File: config.mk
export PLATFORM = sky130hd
export DESIGN_NAME = move_referee
export DESIGN_NICKNAME = d
export VERILOG_FILES = /design/src/rtl/move_referee.sv
export SDC_FILE = /design/constraint.sdc
export NUM_CORES = 1
export LEC_CHECK = 0
export CAP_MARGIN = 20
export CORE_MARGIN = 5
export CORE_UTILIZATION = 47
export CTS_BUF_LIST = sky130_fd_sc_hd__clkbuf_16
export DETAILED_ROUTE_END_ITERATION = 8
export PLACE_DENSITY_LB_ADDON = 0.1
export SYNTH_ARGS = -nofsm -noshare
export SYNTH_HDL_FRONTEND = slang
export SYNTH_SLANG_ARGS = --single-unit
File: constraint.sdc
create_clock -name clk -period 2.2 [get_ports clk]
set_clock_uncertainty 0.2 [all_clocks]
set_input_delay 0.22 -clock clk [delete_from_list [all_inputs] [get_ports clk]]
set_output_delay 0.22 -clock clk [all_outputs]
set_load 0.01 [all_outputs]
File: src/rtl/move_referee.sv
// TicTacToe game-control stage: validates move requests, alternates X/O turns,
// enforces a per-turn timeout with an auto-placed mark, and detects win/draw.
module move_referee #(
    parameter int unsigned TURN_CYCLES = 750000000,
    parameter int unsigned TIMER_W     = 30
) (
    input  logic               clk,
    input  logic               rst,
    input  logic               new_game,
    input  logic               move_valid,
    input  logic [3:0]         move_pos,
    output logic [8:0]         board_x,
    output logic [8:0]         board_o,
    output logic               turn,
    output logic               move_ack,
    output logic               move_err,
    output logic               auto_move,
    output logic [TIMER_W-1:0] time_left,
    output logic               game_over,
    output logic [1:0]         winner,
    output logic [8:0]         win_line
);

    localparam logic [1:0] ST_PLAY  = 2'd0;
    localparam logic [1:0] ST_CHECK = 2'd1;
    localparam logic [1:0] ST_DONE  = 2'd2;

    localparam logic [TIMER_W-1:0] TIME_RELOAD = TIMER_W'(TURN_CYCLES - 1);

    // Index 0 is the highest-priority line: rows, then columns, then diagonals.
    localparam logic [7:0][8:0] LINES = {
        9'h054, 9'h111, 9'h124, 9'h092, 9'h049, 9'h1C0, 9'h038, 9'h007
    };

    logic [1:0]  state;
    logic [8:0]  occupied;
    logic [15:0] occupied_ext;
    logic        req_legal;
    logic [8:0]  req_mask;
    logic [8:0]  auto_mask;
    logic [8:0]  mover_board;
    logic        line_hit;
    logic [8:0]  line_mask;

    assign occupied     = board_x | board_o;
    assign occupied_ext = {7'd0, occupied};
    assign req_legal    = (move_pos <= 4'd8) && !occupied_ext[move_pos];
    assign req_mask     = 9'(1) << move_pos;
    assign mover_board  = turn ? board_o : board_x;

    // Descending scan so the lowest free cell is the one left standing.
    always_comb begin
        auto_mask = '0;
        for (int i = 8; i >= 0; i--) begin
            if (!occupied[i]) auto_mask = 9'(1) << i;
        end
    end

    always_comb begin
        line_hit  = 1'b0;
        line_mask = '0;
        for (int i = 7; i >= 0; i--) begin
            if ((mover_board & LINES[i]) == LINES[i]) begin
                line_hit  = 1'b1;
                line_mask = LINES[i];
            end
        end
    end

    always_ff @(posedge clk) begin
        // NOTE: pulses default low every cycle with non-blocking assignments;
        // later assignments in this block override the default for that cycle only.
        move_ack  <= 1'b0;
        move_err  <= 1'b0;
        auto_move <= 1'b0;
        if (rst || new_game) begin
            state     <= ST_PLAY;
            board_x   <= '0;
            board_o   <= '0;
            turn      <= 1'b0;
            time_left <= TIME_RELOAD;
            game_over <= 1'b0;
            winner    <= 2'b00;
            win_line  <= '0;
        end else begin
            case (state)
                ST_PLAY: begin
                    if (move_valid && req_legal) begin
                        if (turn) board_o <= board_o | req_mask;
                        else      board_x <= board_x | req_mask;
                        move_ack <= 1'b1;
                        state    <= ST_CHECK;
                    end else if (time_left == '0) begin
                        // A rejected request and the timeout may fire together.
                        if (turn) board_o <= board_o | auto_mask;
                        else      board_x <= board_x | auto_mask;
                        auto_move <= 1'b1;
                        move_err  <= move_valid;
                        state     <= ST_CHECK;
                    end else begin
                        time_left <= time_left - 1'b1;
                        move_err  <= move_valid;
                    end
                end
                ST_CHECK: begin
                    if (line_hit) begin
                        winner    <= turn ? 2'b10 : 2'b01;
                        win_line  <= line_mask;
                        game_over <= 1'b1;
                        state     <= ST_DONE;
                    end else if (&occupied) begin
                        winner    <= 2'b11;
                        game_over <= 1'b1;
                        state     <= ST_DONE;
                    end else begin
                        turn      <= ~turn;
                        time_left <= TIME_RELOAD;
                        state     <= ST_PLAY;
                    end
                end
                ST_DONE: begin
                    move_err <= move_valid;
                end
                default: begin
                    state <= ST_PLAY;
                end
            endcase
        end
    end

endmodule

After elaboration in Yosys (flattened, before gate mapping)
Index checks and enable logic that the tools add are counted.
{ "classes": {"n_reduce_logical": 19, "shift": 1, "n_lt_le_gt_ge": 2, "muxes": 55, "add_sub_neg": 1, "n_bitwise": 10, "n_eq_ne": 19} }
{ "ops": {"columns": ["op", "count"], "rows": [
  ["9-bit two-way mux", 25],
  ["30-bit two-way mux", 4],
  ["30-bit one-hot mux with 2 select lines", 1],
  ["9-bit OR", 5],
  ["30-bit logical NOT", 1],
  ["30-bit by 1-bit subtractor with 30-bit output (second input constant)", 1],
  ["3-bit == test (second input constant)", 8],
  ["2-bit inequality test (second input constant)", 8],
  ["1-bit two-way mux", 14],
  ["2-bit two-way mux", 7],
  ["9-bit AND reduction", 1],
  ["1-bit by 4-bit << shifter with 9-bit output (first input constant)", 1],
  ["4-bit AND reduction", 2],
  ["7-bit two-way mux", 1],
  ["2-bit one-hot mux with 3 select lines", 1],
  ["2-bit AND reduction", 3],
  ["2-bit nonzero test", 3],
  ["4-bit by 5-bit less-than comparator with 1-bit output (second input constant)", 1],
  ["1-bit NOT", 5],
  ["5-bit AND reduction", 1],
  ["1-bit binary-select mux with 4-bit select", 1],
  ["4-bit <= comparator (second input constant)", 1],
  ["3-bit inequality test (second input constant)", 1],
  ["3-bit AND reduction", 1],
  ["9 further kinds", 10]
]} }
{ "word_totals": {"in_bits": 8, "output_inout_bits": 64, "wordCells": 118, "regBits": 66} }

Depth between registers and ports, before layout
Gate-level depths: netlist of the first run.
{ "depth": {"word_depth": 14, "ltp_mapped": 10} }

Worst setup path before layout of the first run
No wires, ideal clock.
{ "synth_timing": {"kind": "reg2reg", "start": "register time_left[0]", "end": "register time_left[28]", "t_arrival_ns": 2.252, "path_stages_with_launch": 9, "period_less_slack_ns": 2.524, "n_path_buf": 0, "required_time_ns": 1.928, "setup_ns": 0.072, "setup_slack_ns": -0.324, "cell_sequence": "dfxtp_1 > inv_1 > ha_1 > or3b_2 > nor2_2 > nand4_2 > or4_1 > a21oi_2 > mux2i_1"} }
{ "synth_via": {"elab_chain_len": 4, "word_cells_on_any_way": 7} }
{ "synth_rtl": {"columns": ["element", "line_no", "rtl"], "rows": [
  ["start: declaration", "18", "output logic [TIMER_W-1:0] time_left,"],
  ["start signal: assignment", "101", "time_left <= time_left - 1'b1;"],
  ["30-bit by 1-bit subtractor with 30-bit output", "101", null],
  ["30-bit two-way mux", "93", "end else if (time_left == '0) begin"],
  ["30-bit two-way mux", "88", "if (move_valid && req_legal) begin"],
  ["30-bit one-hot mux with 2 select lines", "86", "case (state)"]
]} }
Several ways; a longest one is shown, not always the timed one. The select of a mux whose other input is x is not followed.
A chain may end at the register's enable or synchronous reset.

Worst setup path in the final report of the first run
{ "layout_timing": {"start": "register time_left[10]", "end": "register time_left[20]"} }
Same word-level chain as after synthesis.

==> results of run 1 <==
==> logic make-up (layout without fill, tap and decap cells) <==
kind of cell             Yosys count  count (layout)
XOR/XNOR                           1               1
multiplexers                      18              18
flip-flops                        66              66
adder cells (fa/ha/maj)            2               2
AO/OA/AOI/OAI                    130             130
buffers and inverters             29             247
AND/OR/NAND/NOR                  221             223
==> sequential cells by signal (all words and copies together), names as in the netlist <==
name       flops
move_ack       1
game_over      1
auto_move      1
move_err       1
board_o        9
turn           1
state          2
win_line       9
winner         2
time_left     30
board_x        9
==> path summary, 6_finish.rpt <==
check             endpoint  slack, ns  cells after the start
max          time_left[20]      -0.21                      9
min            win_line[3]       0.25                      2
max reg2reg  time_left[20]      -0.21                      9
min reg2reg    win_line[3]       0.25                      2
==> cells in the final DEF, fill, tap and decap left out, drive strengths merged, types with 6 or more instances in the layout <==
master and count:
and3 9, o21a 10, nor3 18, mux2i 15
or2 9, o21ai 43, nor4b 6, o31ai 6
o311ai 6, clkdlybuf4s50 69, a31oi 6, nand2 47
or3 17, nor4 11, nand4 10, nor2 31
buf 158, dfxtp 66, nand3 30, clkbuf 10
a21oi 31, and4 6, a22o 6
==> power by group through the flow <==
stage | combinational (mW) | clock (mW) | sequential (mW)
after floorplan | 0.151 | 0 | 1.23
after global placement | 0.265 | 0 | 1.23
after detailed placement | 0.269 | 0 | 1.23
after CTS | 0.314 | 1.38 | 1.20
after global routing | 0.388 | 1.45 | 1.20
final | 0.370 | 1.38 | 1.20
==> synth_stat cells (4+ instances only) <==
| cell | n |
|---|---|
| dfxtp_1 | 66 |
| nand2_1 | 47 |
| a21oi_1 | 30 |
| nor2_1 | 30 |
| o21ai_0 | 30 |
| nand3_1 | 28 |
| nor3_1 | 17 |
| mux2i_1 | 15 |
| or3_1 | 15 |
| clkbuf_1 | 13 |
| o21ai_1 | 13 |
| buf_2 | 10 |
| nor4_1 | 10 |
| o21a_1 | 10 |
| and3_1 | 8 |
| nand4_1 | 8 |
| a22o_1 | 6 |
| a31oi_1 | 6 |
| nor4b_1 | 6 |
| and4_1 | 5 |
| nor2b_1 | 5 |
| o31ai_1 | 5 |
| a2111oi_2 | 4 |
| nand2b_1 | 4 |
| or2_1 | 4 |
| or2_2 | 4 |
| or4_1 | 4 |
==> timing repair <==
| action | 4_1_cts | 5_1_grt |
|---|---|---|
| pin swaps | 30 | 34 |
| gates resized for setup | 94 | 71 |
| cloned | 4 | 1 |
| hold buffers | 0 | 0 |
| buffers inserted | 8 | 13 |
| endpoints found under the setup margin | 52 | 62 |
==> routing by layer <==
layer	wire (µm)	up-vias
met1	6640	2419
li1	-	2223
met5	0	-
met3	1300	87
met2	7750	335
met4	696	0
==> layout make-up <==
type / instances / area share, %
timing repair buffer: 230 / 30.1
clock buffer: 9 / 3.25
multi-input combinational: 374 / 44.4
inverter: 2 / 0.108
sequential: 66 / 19.6
clock inverter: 6 / 0.740
tap: 102 / 1.84
==> worst min-delay path: stages (launching register included) <==
cell     delay, ns
dfxtp_1       0.31
nand2_1       0.05
a21oi_1       0.05
==> metrics by stage <==
stage	TNS, ns	setup slack, ns	total power, mW	hold slack [ns]
after floorplan	-0.623	-0.150	1.38	0.192
after global placement	-18.42	-0.426	1.49	0.241
after detailed placement	-20.21	-0.485	1.49	0.248
after CTS	-3.73	-0.156	2.89	0.256
after global routing	-7.62	-0.269	3.04	0.261
final	-4.90	-0.212	2.95	0.254
==> impl_metrics.yaml, run 1 <==
cts:
  cts-root-buf: "clkbuf_16"
  clock-sinks: 66
  clk_pin_slew_ns: 0.06
  cts-buffers-inserted: 9
  htreeDepth: 3
  insertion_delay_ns: 0.33
  clockBufferDepth: 2
  tritoncts: "built"
floorplan:
  core_um2: 7810
  num_rows: 32
  fp.dieW_um: 100
  io_pins: 72
  die-area_um2: 10000
  fp.dieH_um: 100
  start_util_pct: 48.9
synth:
  synth_cell_types: 69
  synth_compound_area_share_pct: 22.8
  synth_xor_area_share_pct: 0.229
  ys_async_sr_fraction_pct: 0
  synth_top_family_by_area: "simple AND/OR/NAND/NOR gates"
  syn_inst: 467
  syn_nets: 477
  synth_top_area_share_pct: 34.6
  ys_ff_latch: 66
  yosysWarnings: 0
  yosysSeqAreaShare_pct: 34.6
  yosys.area.top_type: "dfxtp_1"
  synth_edf_count: 0
  synth.area.mux_share_pct: 5.41
  synth-adder-area-share_pct: 0.656
  post_synth_main_area_contributors: "dfxtp_1 (35%), nand2_1 (4.6%), a21oi_1 (3.9%), mux2i_1 (3.9%), o21ai_0 (3.9%)"
  synth_top_flop_cell: "dfxtp_1"
  synthSimpleGateAreaFrac_pct: 32.7
  syn_area_um2: 3820
  syn_area_per_cell_um2: 8.17
power:
  p_seq_share_pct: 40.7
  p_comb_share_pct: 12.5
  leakage_nw: 2.56
  clkPwrFrac_pct: 46.8
  p_switching_uw: 731
  power.internal_mw: 2.22
  power_density_nw_per_um2: 426
  peakVddDrop_v: 0.000410
  p_sw_share_pct: 24.8
placed_design:
  hpwl_um: 9560
  dpl.cell_count: 751
  io_buffer_count: 71
  post_dp_cell_area_um2: 5760
  gp_congestion: 0.860
cells_and_area:
  seqCellArea_um2: 1360
  stdcell_area_um2: 6930
  antenna_cells: 0
  fillers: 377
  area_growth_pct: 81.6
  drive_gt1_share_pct: 46.4
  final_nets: 693
  finalNonFillerCells: 789
  multi_input_area_um2: 3080
  finish.utilization_pct: 88.8
route:
  drt_iter0_drc: 535
  wirelength_um: 16400
  drt_first_pass_iters: 6
  vias: 5064
  drtAntennaViolNets: 0
  drcViolationCount: 0
  avgRoutedWirePerCell_um: 20.8
  vias_per_cell: 6.42
worst_hold_path:
  hp-start: "win_line[3]"
  hold_class: "flop to flop"
critical_path:
  path_cells: "or4_4 > nor3b_4 > buf_6 > buf_6 > nand3_4 > buf_6 > o21ai_2 > o21ai_1 > a21oi_1"
  critPathMostFrequentCell: "buf_6"
  critical_path.top_delay_family: "simple AND/OR/NAND/NOR gates"
  crit_start: "time_left[10]"
  cp.required_ns: 2.23
  critPathArrivalTime_ns: 2.45
  startpoint_type: "flop"
  worst_setup_path_end_kind: "flop"
  cp_max_fo: 4
  crit_path_max_incr_delay_ns: 0.54
  path_buf_inv: 3
  r2r-start: "time_left[10]"
  crit_slowest_cell: "or4_4"
  crit_type: "flop to flop"
sta:
  fin_crit_sh_pct: 110
  drv_slew: 0
  worst_pin_slew_ns: 0.593
  rsz0062_at_grt: "true"
  setup_slack_ns: -0.212
  slew_headroom_pct: 60.5
  period_minus_slack_ns: 2.41
  fmax_mhz: 415
  setup_viol_count_final: 48
  final-hold-violation-count: 0
status:
  failed_checks: "negative setup slack"
  outcome: "finished with violations"
grt:
  grt_busiest_layer: "met2"
  grt_pass1_vias: 4720
  grt_max_degree: 28
  track_usage_pct: 28.4
  grt.overflow.total: 0
  use_met1_pct: 37.6
  use_met2_pct: 46.7
  grt_first_pass_wirelength_um: 23100
  antenna_found_initial: 0
  grtUsageMet3_pct: 5.21
job:
  drv_cap: 0
Note: power is estimated with default switching activity, not from simulation.
==> run 2: changes to the inputs <==
--- a/config.mk
+++ b/config.mk
@@ -5,11 +5,12 @@
 export SDC_FILE = /design/constraint.sdc
 export NUM_CORES = 1
 export LEC_CHECK = 0
-export CAP_MARGIN = 20
+export CAP_MARGIN = 25
 export CORE_MARGIN = 5
 export CORE_UTILIZATION = 47
 export CTS_BUF_LIST = sky130_fd_sc_hd__clkbuf_16
 export DETAILED_ROUTE_END_ITERATION = 8
+export GPL_ROUTABILITY_DRIVEN = 0
 export PLACE_DENSITY_LB_ADDON = 0.1
 export SYNTH_ARGS = -nofsm -noshare
 export SYNTH_HDL_FRONTEND = slang
==> run 2 against run 1 <==
  * The run still ends with negative setup slack left
  * Critical path depth is 1 lower
  * Sequential share of layout area is 0.28 points higher
  * Critical endpoint is now board_x[0]
  * Register-to-register slack worse by 0.17 ns
==> impl_metrics.yaml, run 2 (synthesis results as in run 1) <==
critical_path:
  crit_type: "flop to flop"
  cp_max_fo: 6
  worst_setup_path_end_kind: "flop"
  critPathArrivalTime_ns: 2.62
  reg2reg_slack_ns: -0.38
  cp.required_ns: 2.24
  startpoint_type: "flop"
grt:
  antenna_found_initial: 0
  grt_first_pass_wirelength_um: 25100
  grt.overflow.total: 0
  grt_pass1_vias: 4946
  grt_max_degree: 58
  track_usage_pct: 31.0
floorplan:
  fp.dieH_um: 100
  num_rows: 32
  io_pins: 72
  die-area_um2: 10000
  fp.dieW_um: 100
  core_um2: 7810
  start_util_pct: 48.9
cts:
  cts-root-buf: "clkbuf_16"
  tritoncts: "built"
  clock-sinks: 66
  cts-buffers-inserted: 9
  clockBufferDepth: 2
  clk_pin_slew_ns: 0.06
  htreeDepth: 3
  insertion_delay_ns: 0.34
sta:
  worst_pin_slew_ns: 0.490
  setup_viol_count_final: 62
  fin_crit_sh_pct: 117
  rsz0062_at_grt: "true"
  fmax_mhz: 387
  final-hold-violation-count: 0
  drv_slew: 0
  setup_slack_ns: -0.381
  period_minus_slack_ns: 2.58
  slew_headroom_pct: 67.2
placed_design:
  dpl.cell_count: 747
  io_buffer_count: 71
  pre_cts_ws_ns: -0.454
  hpwl_um: 9650
power:
  leakage_nw: 2.55
  p_sw_share_pct: 26.0
  power_density_nw_per_um2: 459
  p_seq_share_pct: 38.2
  power.internal_mw: 2.32
  peakVddDrop_v: 0.000394
  p_comb_share_pct: 12.4
  p_switching_uw: 817
  clkPwrFrac_pct: 49.3
cells_and_area:
  largest_reg_flops: 30
  drive_gt1_share_pct: 45.0
  area_growth_pct: 79.2
  final_nets: 690
  regMostFlops: "time_left"
  final_cell_mix: "buf_4 (130), clkdlybuf4s50_1 (70), dfxtp_1 (46)"
  antenna_cells: 0
  mostFrequentLayoutCell: "buf_4"
  finalNonFillerCells: 787
route:
  vias: 5247
  drt_iter0_drc: 645
  drtAntennaViolNets: 0
  vias_per_cell: 6.67
  wirelength_um: 18400
  drcViolationCount: 0
  drt_first_pass_iters: 6
  avgRoutedWirePerCell_um: 23.3
job:
  drv_cap: 0
worst_hold_path:
  hold_class: "flop to flop"
status:
  outcome: "finished with violations"
  failed_checks: "negative setup slack"
run 2: final timing paths:
check,from,to,depth (start not counted)
max,time_left[4],board_x[0],8
min,win_line[8],win_line[8],2
max reg2reg,time_left[4],board_x[0],8
min reg2reg,win_line[8],win_line[8],2
run 2: final cells by class:
type                       instances  area, µm²
inverter                           2       7.51
timing repair buffer             228       2070
multi-input combinational        373       2960
clock inverter                     6       66.3
tap                              102        128
sequential                        66       1360
clock buffer                      10        250
fill                             362        967
run 2: timing repair:
item | 4_1_cts | 5_1_grt
cloned | 4 | 0
pin swaps | 30 | 37
buffers inserted | 12 | 10
gates resized for setup | 74 | 65
setup endpoints to repair | 62 | 63
hold buffers | 0 | 0
endpoints found under the hold margin | 0 | 0
run 2: through the flow:
stage / hold slack [ns] / TNS (ns) / instance area, µm² / power (mW) / util, %
6_report: 0.256 / -11.48 / 6840 / 3.14 / 87.6
5_1_grt: 0.275 / -17.69 / 6840 / 3.21 / 87.6
3_5_place_dp: 0.249 / -19.58 / 5770 / 1.50 / 73.9
2_1_floorplan: 0.192 / -0.623 / 3990 / 1.38 / -
4_1_cts: 0.257 / -4.97 / 6530 / 3.05 / 83.6
3_3_place_gp: 0.241 / -18.34 / 5770 / 1.49 / 73.9
run 2: power by group through the flow:
| stage | combinational (mW) | sequential, mW | clock (mW) |
|---|---|---|---|
| 2_1_floorplan | 0.151 | 1.23 | 0 |
| 3_3_place_gp | 0.268 | 1.23 | 0 |
| 3_5_place_dp | 0.274 | 1.23 | 0 |
| 4_1_cts | 0.339 | 1.20 | 1.51 |
| 5_1_grt | 0.404 | 1.20 | 1.60 |
| 6_report | 0.390 | 1.20 | 1.55 |
run 2: metal layers:
metal  track usage, %  part of all wire, %  wire, µm  vias up
met5                0                    0         0        -
met4             11.5                  6.5      1200        0
met3             6.53                   10      1890      158
met2             51.9                   47      8580      454
met1             39.1                   36      6690     2427
li1                 -                    -         -     2208
run 2: worst max-delay path: stages (launching register included):
cell and delay, ns:
dfxtp_1 0.35, nor4_1 0.45, buf_4 0.21, nand4_1 0.16
buf_4 0.21, nor2_4 0.17, nor3_4 0.08, or3_4 0.44
o31ai_2 0.21
